**config.mk**
```make
export PLATFORM = sky130hd
export DESIGN_NAME = seq_mult
export DESIGN_NICKNAME = d
export VERILOG_FILES = /design/src/rtl/seq_mult.sv
export SDC_FILE = /design/constraint.sdc
export NUM_CORES = 1
export LEC_CHECK = 0
export CAP_MARGIN = 20
export CORE_UTILIZATION = 40
export CTS_CLUSTER_SIZE = 14
export DETAILED_ROUTE_END_ITERATION = 7
export PLACE_DENSITY = 0.61
export SYNTH_ARGS = -nofsm -noshare
export SYNTH_HDL_FRONTEND = slang
export SYNTH_SLANG_ARGS = --single-unit
```
**constraint.sdc**
```tcl
create_clock -name clock -period 8.65 [get_ports clock]
set_input_delay 1.73 -clock clock [delete_from_list [all_inputs] [get_ports clock]]
set_output_delay 1.73 -clock clock [all_outputs]
set_load 0.1 [all_outputs]
```
**src/rtl/seq_mult.sv**
```systemverilog
// Radix-2 shift-add multiplier for MULT/MULTU: latches operands on start,
// runs WIDTH add/shift steps on magnitudes, then applies the sign in FIX.
//
// Ports:
//   clock, reset      rising-edge clock, asynchronous active-high reset
//   start             request, sampled only while idle
//   is_signed         1 = two's complement operands, 0 = unsigned
//   a, b              multiplicand / multiplier (WIDTH bits)
//   product           {HI, LO}, registered, held until the next done
//   busy              high while an operation is in flight
//   done              one-cycle pulse when product is updated
module seq_mult #(
    parameter int WIDTH = 32
) (
    input  logic               clock,
    input  logic               reset,
    input  logic               start,
    input  logic               is_signed,
    input  logic [WIDTH-1:0]   a,
    input  logic [WIDTH-1:0]   b,
    output logic [2*WIDTH-1:0] product,
    output logic               busy,
    output logic               done
);

    localparam int CW = $clog2(WIDTH + 1);

    typedef enum logic [1:0] {
        IDLE,
        RUN,
        FIX
    } state_t;

    state_t             state_q, state_d;
    logic [WIDTH-1:0]   acc_q, acc_d;
    logic [WIDTH-1:0]   mplier_q, mplier_d;
    logic [WIDTH-1:0]   mcand_q, mcand_d;
    logic               neg_q, neg_d;
    logic [CW-1:0]      count_q, count_d;
    logic [2*WIDTH-1:0] product_q, product_d;
    logic               busy_q, busy_d;
    logic               done_q, done_d;

    logic [WIDTH:0]     sum;
    logic [2*WIDTH-1:0] raw;

    always_comb begin
        state_d   = state_q;
        acc_d     = acc_q;
        mplier_d  = mplier_q;
        mcand_d   = mcand_q;
        neg_d     = neg_q;
        count_d   = count_q;
        product_d = product_q;
        busy_d    = busy_q;
        done_d    = 1'b0;

        // Extra bit keeps the carry so it can shift into the acc MSB.
        sum = {1'b0, acc_q}
            + ({1'b0, mcand_q} & {(WIDTH + 1){mplier_q[0]}});
        raw = {acc_q, mplier_q};

        case (state_q)
            IDLE: begin
                if (start) begin
                    // -(-2^(W-1)) wraps to 2^(W-1), which is the correct
                    // unsigned magnitude.
                    mcand_d  = (is_signed && a[WIDTH-1]) ? -a : a;
                    mplier_d = (is_signed && b[WIDTH-1]) ? -b : b;
                    neg_d    = is_signed & (a[WIDTH-1] ^ b[WIDTH-1]);
                    acc_d    = '0;
                    count_d  = CW'(WIDTH);
                    busy_d   = 1'b1;
                    state_d  = RUN;
                end
            end
            RUN: begin
                acc_d    = sum[WIDTH:1];
                mplier_d = {sum[0], mplier_q[WIDTH-1:1]};
                count_d  = count_q - CW'(1);
                if (count_q == CW'(1)) begin
                    state_d = FIX;
                end
            end
            FIX: begin
                product_d = neg_q ? -raw : raw;
                busy_d    = 1'b0;
                done_d    = 1'b1;
                state_d   = IDLE;
            end
            default: begin
                state_d = IDLE;
            end
        endcase
    end

    always_ff @(posedge clock or posedge reset) begin
        if (reset) begin
            state_q   <= IDLE;
            acc_q     <= '0;
            mplier_q  <= '0;
            mcand_q   <= '0;
            neg_q     <= 1'b0;
            count_q   <= '0;
            product_q <= '0;
            busy_q    <= 1'b0;
            done_q    <= 1'b0;
        end else begin
            state_q   <= state_d;
            acc_q     <= acc_d;
            mplier_q  <= mplier_d;
            mcand_q   <= mcand_d;
            neg_q     <= neg_d;
            count_q   <= count_d;
            product_q <= product_d;
            busy_q    <= busy_d;
            done_q    <= done_d;
        end
    end

    assign product = product_q;
    assign busy    = busy_q;
    assign done    = done_q;

endmodule

```
==> impl_results.md, run 1 <==
* Status: completed
* Cell Area, Synth at 11000 um^2
* Most frequent cells in the layout: 204 x nand2_1, 191 x o21ai_0, 170 x dfrtp_1
* Max Clock Skew at 8.87 ps
* Cell count after synthesis at 1293
* Hold Path Class: reg -> reg
* Initial Utilization at 40.8%
* Synthesis-to-layout area growth at 19.3%
* IO Port Bufs at 133
* First-pass GRT wire length at 48000 um
* Cell variety after synth at 67
* Register area share after synthesis at 38.9%
* Crit path kind: in -> reg
* Mean post-synth cell area at 8.50 um^2
* Initial antenna violation count at 0
* Post-DP HPWL at 22100 um
* CP endpoint: mplier_q[31]
* Clock latency on the worst-skew pair at 440 ps
* Layout cells sized above 1 at 5.29%
* Final ANT Viol Nets at 0
* Dpl cells at 1709
* Rows at 60
* I/O Pins at 134
* Total power after layout at 4.65 mW
* Power Dens Cells at 355 nW/um^2
* CTS tree: yes
* H-tree levels at 4
* Reg2reg setup slack at 4840 ps
* Unrepaired setup endpoints after global routing: false
* Final Hold Fails at 0
* Vias in the first global route at 8986
* Fin area at 13100 um^2
* Worst R2R Start: mplier_q[0]
* Synth warn at 0
* Vias per cell at 5.52
* Int Power at 2.32 mW
* Sinks on Clock Net at 171
* GP Congestion at 0.928
* Switching share of power at 50.0%
* Pin count of the biggest net entering global routing at 118
* Lkg Pwr at 5.41 nW
* Clock network power share at 16.6%
* ANT cells at 0
* Die Ht at 168 um
* Tot GR Track Use at 21.3%
* Routed WL per cell at 16.8 um
* Critical Path AT at 4590 ps
* Final cell count without fillers at 1741
* Number of gates resized after CTS at 0
* Worst Max-Slew Pin Slew at 1070 ps
* Slew Limit Fails at 0
* Flop pwr share at 32.9%
* Die width at 168 um
* Hold WS at 474 ps
* Setup TNS at 0 ps
* Worst slew margin at 28.8%
* Routed wire length at 29300 um
* GRT met1 Usage at 32.1%
* Min Tclk post-route at 4200 ps
* Final nets at 1493
* Setup crit start: b[18]
* CP Max Fanout at 4
* Final setup vio count at 0
* Drt initial violations at 837
* Clock transition at path regs at 80 ps
* M3 GR Usage at 4.00%
* Max-cap violations at 0
* Max clock buf depth at 2
* Worst VDD drop at 147 uV
* CTS Buf Count at 17
* DRC violations left at 0
* Most common cell after layout, fill and taps aside: nand2_1
* Crit. End Element: flip-flop
* DIE AREA at 28200 um^2
* Filler instances at 2619
* Most used routing layer: met1
* Required @ worst endpoint at 9040 ps
* Post-route clock period utilization at 48.6%
* Worst Setup Start Kind: primary input
* Post-place instance area at 12500 um^2
* Flops & latches, synth at 171
* Number of flops mapped to enable cells by yosys at 0
* Core box area at 27000 um^2
* Fmax at 238 MHz
* R2R depth at 12
* Setup Fix Bufs, Post-CTS at 0
* CTS Root Cell: clkbuf_16
* GR Overflow Total at 0
* Net Switching at 2.33 mW
* Post-Syn Nets at 1399
* DR vias at 9619
* Comb pwr share at 50.5%
* TritonRoute pass-1 iters at 7
* Cts hold-fix bufs at 0
* Synth Flop Type: dfrtp_1
* M2 GR Usage at 31.1%
* FFs w/ async S/R, synth at 100%
* Worst r2r dst: acc_q[27]
[power by group through the flow]
stage | clock (mW) | combinational [mW] | sequential (mW)
after CTS | 0.792 | 2.35 | 1.52
after floorplan | 0 | 1.43 | 1.81
after detailed placement | 0 | 2.34 | 1.54
final | 0.773 | 2.35 | 1.53
after global routing | 0.823 | 2.60 | 1.58
after global placement | 0 | 2.31 | 1.53
[logic make-up after synthesis]
logic type               after synthesis  synth area share, %
AND/OR/NAND/NOR                      447                 19.8
AO/OA/AOI/OAI                        400                 21.5
flip-flops                           171                 38.9
XOR/XNOR                             143                 11.4
buffers and inverters                 91                 3.73
adder cells (fa/ha/maj)               38                 4.39
multiplexers                           3                0.273
[state kept, by name, indices dropped and copies added, names as in the netlist]
name,cells
state_q,2
acc_q,32
neg_q,1
done,1
product,64
mcand_q,32
mplier_q,32
busy,1
count_q,6
[per-layer routing]
metal | part of all wire [%] | vias up | routed length [um]
li1 | - | 4801 | -
met1 | 51 | 4498 | 15000
met2 | 42 | 286 | 12300
met3 | 5.4 | 34 | 1590
met4 | 1.5 | 0 | 440
met5 | 0 | - | 0
[final cells by class]
type / count / area, um^2 / area share [%]
Sequential cell: 171 / 4280 / 32.6
Tap cell: 341 / 427 / 3.25
Multi-Input combinational cell: 1031 / 6330 / 48.3
Clock buffer: 17 / 425 / 3.24
Inverter: 26 / 103 / 0.782
Timing Repair Buffer: 140 / 1380 / 10.5
Clock inverter: 15 / 173 / 1.32
[synthesized netlist by cell type, drive strengths merged (3+ instances only)]
master,number,area [um^2]
nor2b,6,37.5
nand3,23,125
nand2b,3,18.8
or2,5,31.3
dfrtp,171,4280
a31o,3,26.3
clkbuf,57,254
a32o,3,30.0
and3,7,43.8
or4,13,113
nor2,67,251
mux2i,3,30.0
o21ai,196,981
nand2,205,769
ha,37,463
xor2,88,771
o211ai,3,22.5
o41ai,13,144
a22oi,20,150
o31ai,24,180
a21o,9,67.6
inv,26,97.6
a221o,3,30.0
a21oi,79,395
o21bai,5,37.5
and2,37,234
o21a,3,22.5
o2111ai,3,26.3
or3,19,124
nor4,14,103
nand4,12,81.3
xnor2,55,482
a31oi,6,37.5
buf,6,31.3
nor3,24,120
nand4b,3,26.3
o22ai,20,125
[how the worst min path moves through the flow]
stage | start | to | slack, ps | depth (start not counted)
finish | count_q[5] | count_q[5] | 470 | 1
global route | mcand_q[31] | mcand_q[31] | 510 | 2
CTS | count_q[5] | count_q[5] | 480 | 1
detailed placement | mcand_q[31] | mcand_q[31] | 460 | 2
global placement | mcand_q[12] | mcand_q[12] | 450 | 2
floorplan | mcand_q[31] | mcand_q[31] | 430 | 2
[stage by stage]
step                utilization, %  worst slack (ps)
floorplan                        -              2290
global placement              46.4              4080
detailed placement            46.5              4050
CTS                           48.7              4500
global route                  48.7              4250
finish                        48.7              4450
[critical path: stages]
cell and delay (ps):
clkdlybuf4s50_1 510, nor4_4 360, nand4b_1 240, or4_4 490, or4_1 430, or4_1 520
a21oi_1 180, a221o_1 130
Power figures use the tool's default switching activity.
==> run 2: changes to the inputs <==
Settings changed: PLACE_DENSITY 0.61 to 0.63.
Clock period 8.65 ns to 3.49 ns, I/O delays scaled along.
==> run 2 against run 1 <==
Global-route usage fell by 0.070 points. Wire length rose by 0.32%. Highest routed layer unchanged. Combinational power rose to 2.5 times the previous value. Critical path type is now reg -> reg. Design area rose by 1.6%. Clock skew rose by 8.8 ps. Final cell count rose by 1.6%.
==> impl_results.md, run 2 (synthesis results as in run 1) <==
* Setup TNS at 0 ps
* CTS Buf Count at 17
* GR Overflow Total at 0
* Most common cell after layout, fill and taps aside: nand2_1
* CP Max Fanout at 7
* Final setup vio count at 0
* Rows at 60
* H-tree levels at 4
* Most frequent cells in the layout: 204 x nand2_1, 191 x o21ai_0, 170 x dfrtp_1
* Int Power at 5.82 mW
* Clock transition at path regs at 70 ps
* Critical Path AT at 3510 ps
* Min Tclk post-route at 3190 ps
* Worst VDD drop at 406 uV
* Comb pwr share at 51.7%
* Cts hold-fix bufs at 0
* Post-route clock period utilization at 91.5%
* Unrepaired setup endpoints after global routing: false
* Initial Utilization at 40.8%
* ANT cells at 0
* Routed WL per cell at 16.6 um
* Final Util at 49.5%
* Power Dens Cells at 865 nW/um^2
* Worst Max-Slew Pin Slew at 1060 ps
* Vias per cell at 5.51
* Max-cap violations at 0
* DRC violations left at 0
* Crit. End Element: flip-flop
* Core box area at 27000 um^2
* Flop pwr share at 32.7%
* DR vias at 9750
* Layout cells sized above 1 at 7.36%
* Max reg flops at 64
* Clock network power share at 15.6%
* Clock latency on the worst-skew pair at 440 ps
* IO Port Bufs at 133
* TritonRoute pass-1 iters at 5
* Final Hold Fails at 0
* Vias in the first global route at 9119
* DIE AREA at 28200 um^2
* Max Clock Skew at 17.6 ps
* Hold WS at 476 ps
* Synthesis-to-layout area growth at 21.3%
* I/O Pins at 134
* Switching share of power at 49.6%
* Tot GR Track Use at 21.3%
* Required @ worst endpoint at 3810 ps
* Fmax at 313 MHz
* Pin count of the biggest net entering global routing at 98
* Worst Setup Start Kind: flip-flop
* Drt initial violations at 664
* Hold Path Class: reg -> reg
* Final nets at 1520
* Die width at 168 um
* First-pass GRT wire length at 48100 um
* Post-place instance area at 12800 um^2
* CTS tree: yes
* Initial antenna violation count at 0
* Lkg Pwr at 5.55 nW
* Max clock buf depth at 2
* Worst slew margin at 29.2%
* Crit path kind: reg -> reg
* GP Congestion at 0.940
* Die Ht at 168 um
* CTS Root Cell: clkbuf_16
* Slew Limit Fails at 0
* Sinks on Clock Net at 171
* Post-DP HPWL at 22700 um
* Fin area at 13300 um^2
* Final ANT Viol Nets at 0
* Status: completed
* Routed wire length at 29400 um
* Net Switching at 5.72 mW
[run 2: cell types whose count changed in the layout (fill, tap and decap cells not counted), sizes merged]
cell           previous run  this run
clkinvlp                  1         3
clkinv                    7         6
clkdlybuf4s50           133       130
inv                      33        31
buf                       7        37
clkbuf                   17        18
[run 2: final timing paths]
path / end / slack [ps] / from / cells past startpoint
setup / recovery: acc_q[29] / 300 / mplier_q[0] / 12
hold / removal: count_q[5] / 480 / count_q[5] / 1
setup reg to reg: acc_q[29] / 300 / mplier_q[0] / 12
hold reg to reg: count_q[5] / 480 / count_q[5] / 1
max in group asynchronous: neg_q / 2050 / reset / 3
min in group asynchronous: product[8] / 680 / reset / 2
[run 2: stage by stage]
stage	power, mW	setup slack, ps	cells
finish	11.5	297	1768
global route	12.4	27.6	1768
CTS	11.5	271	1768
detailed placement	9.72	104	1736
global placement	9.60	130	1736
floorplan	8.03	303	1293
[run 2: power by group through the flow]
stage | sequential (mW) | combinational, mW | clock (mW)
2_1_floorplan | 4.50 | 3.53 | 0
3_3_place_gp | 3.75 | 5.85 | 0
3_5_place_dp | 3.78 | 5.94 | 0
4_1_cts | 3.75 | 5.96 | 1.83
5_1_grt | 3.90 | 6.58 | 1.92
6_report | 3.77 | 5.96 | 1.80
[run 2: final cells by class]
cell class,count,area [um^2]
fillers,2597,13600
well taps,341,427
multi-input cells,1031,6330
repair buffers,167,1640
flip-flops and latches,171,4280
clock buffers,18,439
inverters,26,101
clock inverters,14,111
[run 2: layer usage]
layer,global-route usage (%),share of wire [%],routed length [um],up-vias
li1,-,-,-,4853
met1,31.9,51,14900,4634
met2,31.6,43,12700,239
met3,3.29,4.6,1360,24
met4,5.82,1.5,455,0
met5,0,0,0,-
[run 2: critical path, cell delays in order, from the launching register on]
cell and delay (ps):
dfrtp_1 480, and2_1 230, ha_1 190, inv_1 60, fa_1 390, nor2b_1 170
o2111ai_1 160, a2111oi_1 430, buf_4 200, o21ai_0 160, a21oi_1 230, o21ai_0 100
a32o_1 270
[run 2: timing repair]
item | CTS | global route
setup buffers | 0 | 0
resized for setup | 0 | 1
endpoints found under the setup margin | 0 | 1
endpoints found under the hold margin | 0 | 0
